$ cat src/rtl/multicycle_alu_ctrl.sv
// multicycle_alu_ctrl: decodes R-type funct into registered datapath control codes and sequences multi-cycle MULTU/DIVU
module multicycle_alu_ctrl #(
  parameter int FUNCT_W = 6,
  parameter int MUL_LAT = 32,
  parameter int DIV_LAT = 32,
  parameter int CNT_W   = 6
) (
  input  logic               clk,
  input  logic               rst_n,
  input  logic               op_valid,
  input  logic [FUNCT_W-1:0] funct,
  input  logic               flush,
  output logic [FUNCT_W-1:0] alu_op,
  output logic [FUNCT_W-1:0] sht_op,
  output logic [FUNCT_W-1:0] mut_op,
  output logic [FUNCT_W-1:0] mux_op,
  output logic               busy,
  output logic               hilo_we,
  output logic               illegal
);
  localparam logic [FUNCT_W-1:0] F_AND   = FUNCT_W'(6'b100100);
  localparam logic [FUNCT_W-1:0] F_OR    = FUNCT_W'(6'b100101);
  localparam logic [FUNCT_W-1:0] F_ADD   = FUNCT_W'(6'b100000);
  localparam logic [FUNCT_W-1:0] F_SUB   = FUNCT_W'(6'b100010);
  localparam logic [FUNCT_W-1:0] F_SLT   = FUNCT_W'(6'b101010);
  localparam logic [FUNCT_W-1:0] F_SRL   = FUNCT_W'(6'b000010);
  localparam logic [FUNCT_W-1:0] F_MFHI  = FUNCT_W'(6'b010000);
  localparam logic [FUNCT_W-1:0] F_MFLO  = FUNCT_W'(6'b010010);
  localparam logic [FUNCT_W-1:0] F_MULTU = FUNCT_W'(6'b011001);
  localparam logic [FUNCT_W-1:0] F_DIVU  = FUNCT_W'(6'b011011);
  localparam logic [FUNCT_W-1:0] HILO_WR = '1;
  localparam logic [CNT_W-1:0]   L_MUL   = CNT_W'(MUL_LAT);
  localparam logic [CNT_W-1:0]   L_DIV   = CNT_W'(DIV_LAT);

  if (MUL_LAT < 2 || DIV_LAT < 2 || MUL_LAT > (1 << CNT_W) - 1 || DIV_LAT > (1 << CNT_W) - 1) begin : g_bad_lat
    $error("multicycle_alu_ctrl: latencies must be in [2, 2**CNT_W-1]");
  end

  typedef enum logic [1:0] {IDLE, RUN, WB} state_t;

  state_t             r_state, w_state;
  logic [CNT_W-1:0]   r_cnt, w_cnt, r_lat, w_lat;
  logic [FUNCT_W-1:0] r_ctrl, w_ctrl;
  logic               r_busy, w_busy, r_hilo_we, w_hilo_we, r_illegal, w_illegal;
  logic               w_single, w_multi;

  assign w_single = funct inside {F_AND, F_OR, F_ADD, F_SUB, F_SLT, F_SRL, F_MFHI, F_MFLO};
  assign w_multi  = funct inside {F_MULTU, F_DIVU};

  // state, counter and all outputs are registered; reset drops any in-flight op silently
  always_ff @(posedge clk) begin
    if (!rst_n) begin
      r_state   <= IDLE;
      r_cnt     <= '0;
      r_lat     <= '0;
      r_ctrl    <= '0;
      r_busy    <= 1'b0;
      r_hilo_we <= 1'b0;
      r_illegal <= 1'b0;
    end else begin
      r_state   <= w_state;
      r_cnt     <= w_cnt;
      r_lat     <= w_lat;
      r_ctrl    <= w_ctrl;
      r_busy    <= w_busy;
      r_hilo_we <= w_hilo_we;
      r_illegal <= w_illegal;
    end
  end

  // next state and next registered outputs; anything not driven below returns to NOP/idle
  always_comb begin
    w_state   = r_state;
    w_cnt     = r_cnt;
    w_lat     = r_lat;
    w_ctrl    = '0;
    w_busy    = 1'b0;
    w_hilo_we = 1'b0;
    w_illegal = 1'b0;
    case (r_state)
      IDLE: if (op_valid && !flush) begin
        if (w_single) w_ctrl = funct;
        else if (w_multi) begin
          w_ctrl  = funct;
          w_busy  = 1'b1;
          w_cnt   = CNT_W'(1);
          w_lat   = (funct == F_MULTU) ? L_MUL : L_DIV;
          w_state = RUN;
        end else w_illegal = 1'b1;
      end
      RUN: if (flush) w_state = IDLE;
      else begin
        w_busy    = 1'b1;
        w_cnt     = r_cnt + 1'b1;
        w_hilo_we = (r_cnt == r_lat - 1'b1);
        w_ctrl    = w_hilo_we ? HILO_WR : r_ctrl;
        w_state   = w_hilo_we ? WB : RUN;
      end
      default: w_state = IDLE;
    endcase
  end

  assign alu_op  = r_ctrl;
  assign sht_op  = r_ctrl;
  assign mut_op  = r_ctrl;
  assign mux_op  = r_ctrl;
  assign busy    = r_busy;
  assign hilo_we = r_hilo_we;
  assign illegal = r_illegal;
endmodule
$ cat config.mk
export PLATFORM = sky130hd
export DESIGN_NAME = multicycle_alu_ctrl
export DESIGN_NICKNAME = d
export VERILOG_FILES = /design/src/rtl/multicycle_alu_ctrl.sv
export SDC_FILE = /design/constraint.sdc
export NUM_CORES = 1
export LEC_CHECK = 0
export ABC_AREA = 1
export CORE_ASPECT_RATIO = 0.9
export CORE_MARGIN = 2
export CORE_UTILIZATION = 35
export DETAILED_ROUTE_END_ITERATION = 10
export PLACE_DENSITY = 0.67
export SYNTH_ARGS = -nofsm -noshare
export SYNTH_HDL_FRONTEND = slang
export SYNTH_SLANG_ARGS = --single-unit
$ cat constraint.sdc
create_clock -name clk -period 1.3 [get_ports clk]
set_input_delay 0.39 -clock clk [delete_from_list [all_inputs] [get_ports clk]]
set_output_delay 0.39 -clock clk [all_outputs]
set_load 0.03 [all_outputs]
==> impl_metrics.env <==
export IMPL_slew_viol_final=0
export IMPL_antennaDiodeCount=0
export IMPL_worst_endpoint_arrival_ns=1.47
export IMPL_row_count=18
export IMPL_vias=1078
export IMPL_grt_max_degree=11
export IMPL_ant_nets=0
export IMPL_total_power_mw=1.08
export IMPL_clk_insertion_delay_late_ns=0.29
export IMPL_synth_net_count=163
export IMPL_start_kind="primary input"
export IMPL_syn_inst=152
export IMPL_die_h_um=56.2
export IMPL_sw_frac_of_total=0.253
export IMPL_final_util=0.585
export IMPL_wirelength_mm=2.63
export IMPL_floorplan_initialDensity=0.376
export IMPL_outcome="completed"
export IMPL_final_layout_size_suffix_gt1_frac=0.522
export IMPL_multi_input_area_sq_um=598
export IMPL_yosys_warnings=0
export IMPL_cts_root_buf="clkbuf_4"
export IMPL_cts_hold_buffers=0
export IMPL_final_nets=213
export IMPL_synth_top_cell_by_area="dfxtp_1"
export IMPL_final_cell_area_sq_um=1650
export IMPL_cts_buffers=3
export IMPL_reg2reg_depth=8
export IMPL_hold_path_class="register to register"
export IMPL_cp_max_fo=4
export IMPL_grt_pass1_vias=989
export IMPL_setup_viol=0
export IMPL_yosysSeqAreaShare=0.340
export IMPL_cp_required_ns=1.49
export IMPL_dieWidth_um=62
export IMPL_r2r_slack_ns=0.06
export IMPL_die_area_sq_um=3480
export IMPL_crit_type="primary input to register"
export IMPL_rsz0062_at_grt="true"
export IMPL_synth_cell_types=22
export IMPL_switchingPower_uw=274
export IMPL_clk_pin_slew_worst_paths_ns=0.10
export IMPL_tightest_slew_ns=0.254
export IMPL_finalHoldViolations=0
export IMPL_max_cap_viol_count=0
export IMPL_fmax_mhz=782
export IMPL_cts_sinks=18
export IMPL_io_pins=37
export IMPL_grt_total_usage=0.144
export IMPL_cts_tree="yes"
export IMPL_p_seq_frac=0.517
export IMPL_clockBufferDepth=2
export IMPL_drc_errors=0
export IMPL_regArea_sq_um=373
export IMPL_syn_to_final_growth_pct=55.4
export IMPL_hpwl_mm=1.85
export IMPL_place_congestion=0.774
export IMPL_synth_avg_cell_area_sq_um=6.97
export IMPL_intPower_uw=810
export IMPL_syn_area_sq_um=1060
export IMPL_hold_depth=2
export IMPL_postPlaceCellArea_sq_um=1430
export IMPL_fin_crit_sh=0.984
export IMPL_end_kind="register"
export IMPL_num_fill_cells=267
export IMPL_fin_setup_tns_ns=0
export IMPL_grt_pass1_wl_mm=3.93
export IMPL_avgViaCountPerCell=4.47
export IMPL_fin_skew_ns=0.000831
export IMPL_dr_pass1_iters=4
export IMPL_ir_worst_vdd_mv=0.431
export IMPL_grt_antenna_before_repair=0
export IMPL_slew_headroom=0.831
export IMPL_drt_iter0_markers=39
export IMPL_port_buffer_count=36
export IMPL_layout_min_cycle_time_ns=1.28
export IMPL_holdWs_ns=0.461
export IMPL_synth_top_cell_area_share=0.340
export IMPL_comb_power_share=0.167
export IMPL_overflow=0
export IMPL_htree_levels=1
export IMPL_ys_ff_latch=18
export IMPL_p_leak_nw=0.851
export IMPL_p_clk_frac=0.317
export IMPL_power_density_nw_per_um2=658
export IMPL_synth_area_top_cells="dfxtp_1 34%, nand2_1 15%, buf_4 13%"
export IMPL_wire_per_inst_um=10.9
export IMPL_core_area_sq_um=2820
[cells in the final DEF (no fill, tap or decap), types with 2 or more instances in the layout]
cell / n
xor2_1: 2
nand3_2: 2
clkbuf_4: 3
nor2_1: 13
nand2_4: 3
nand2_1: 33
nand2_2: 7
dlygate4sd2_1: 4
inv_1: 13
nand3_1: 5
nor3_1: 5
clkdlybuf4s15_1: 3
a21oi_1: 7
a21oi_2: 3
dfxtp_2: 10
nor2_2: 4
inv_2: 4
buf_4: 52
buf_6: 2
dfxtp_1: 8
nor2_4: 7
[cells by family after synthesis]
family,share of synthesized area
AND/OR/NAND/NOR,0.365
flip-flops,0.340
XOR/XNOR,0.0165
adder cells (fa/ha/maj),0.0118
buffers and inverters,0.197
AO/OA/AOI/OAI,0.0697
[area by class of cell]
cell class | count | share of cell area
multi-input combinational | 97 | 0.363
sequential | 18 | 0.226
clock buffer | 4 | 0.0220
tap | 40 | 0.0304
inverter | 18 | 0.0426
timing repair buffer | 64 | 0.315
[metal layers]
layer	wire [um]	track usage
met5	0	0
met4	0	0.0304
met3	133	0.0488
met2	1490	0.274
met1	1010	0.143
[state kept, by name, summed over array words and instances (netlist names)]
| signal | flops |
|---|---|
| illegal | 1 |
| hilo_we | 1 |
| r_lat | 1 |
| busy | 1 |
| r_state | 2 |
| alu_op | 6 |
| r_cnt | 6 |
[cell usage after synthesis]
cell and instances:
a211oi_1 1, a21oi_1 10, buf_4 18, clkbuf_1 1
dfxtp_1 18, ha_1 1, inv_1 16, inv_2 1
inv_4 1, nand2_1 41, nand2_2 1, nand2_4 1
nand3_1 7, nand3_4 1, nand4_2 1, nor2_1 18
nor2_2 2, nor2_4 4, nor3_1 5, o21ai_0 1
o21bai_2 1, xor2_1 2
[worst max-delay path, stage by stage]
cell	delay [ns]
dlygate4sd2_1	0.25
buf_4	0.14
nand3_4	0.09
nor2_4	0.05
nor2_4	0.14
inv_4	0.06
buf_4	0.13
a21oi_1	0.15
nor3_1	0.06
[power groups by stage]
stage	clock [mW]	sequential (mW)	combinational, mW
final	0.343	0.560	0.181
after global routing	0.380	0.561	0.195
after CTS	0.357	0.560	0.167
after detailed placement	0	0.572	0.164
after global placement	0	0.572	0.161
after floorplan	0	0.579	0.0750
[final timing paths]
path | start | endpoint
max | funct[0] | r_cnt[2]
min reg2reg | r_cnt[4] | r_cnt[4]
min | r_cnt[4] | r_cnt[4]
max reg2reg | r_cnt[1] | alu_op[5]
[stage by stage]
stage	worst slack, ns	cells
floorplan	0.00328	152
detailed placement	-0.583	230
global placement	-0.504	230
finish	0.0211	241
CTS	0.00211	239
global route	-0.0465	241
[what timing repair did]
action / CTS / global route
resized for setup: 20 / 36
endpoints found under the setup margin: 15 / 38
pin swaps: 10 / 8
buffers inserted: 5 / 2
No activity file was read; power rests on OpenSTA's default activity.
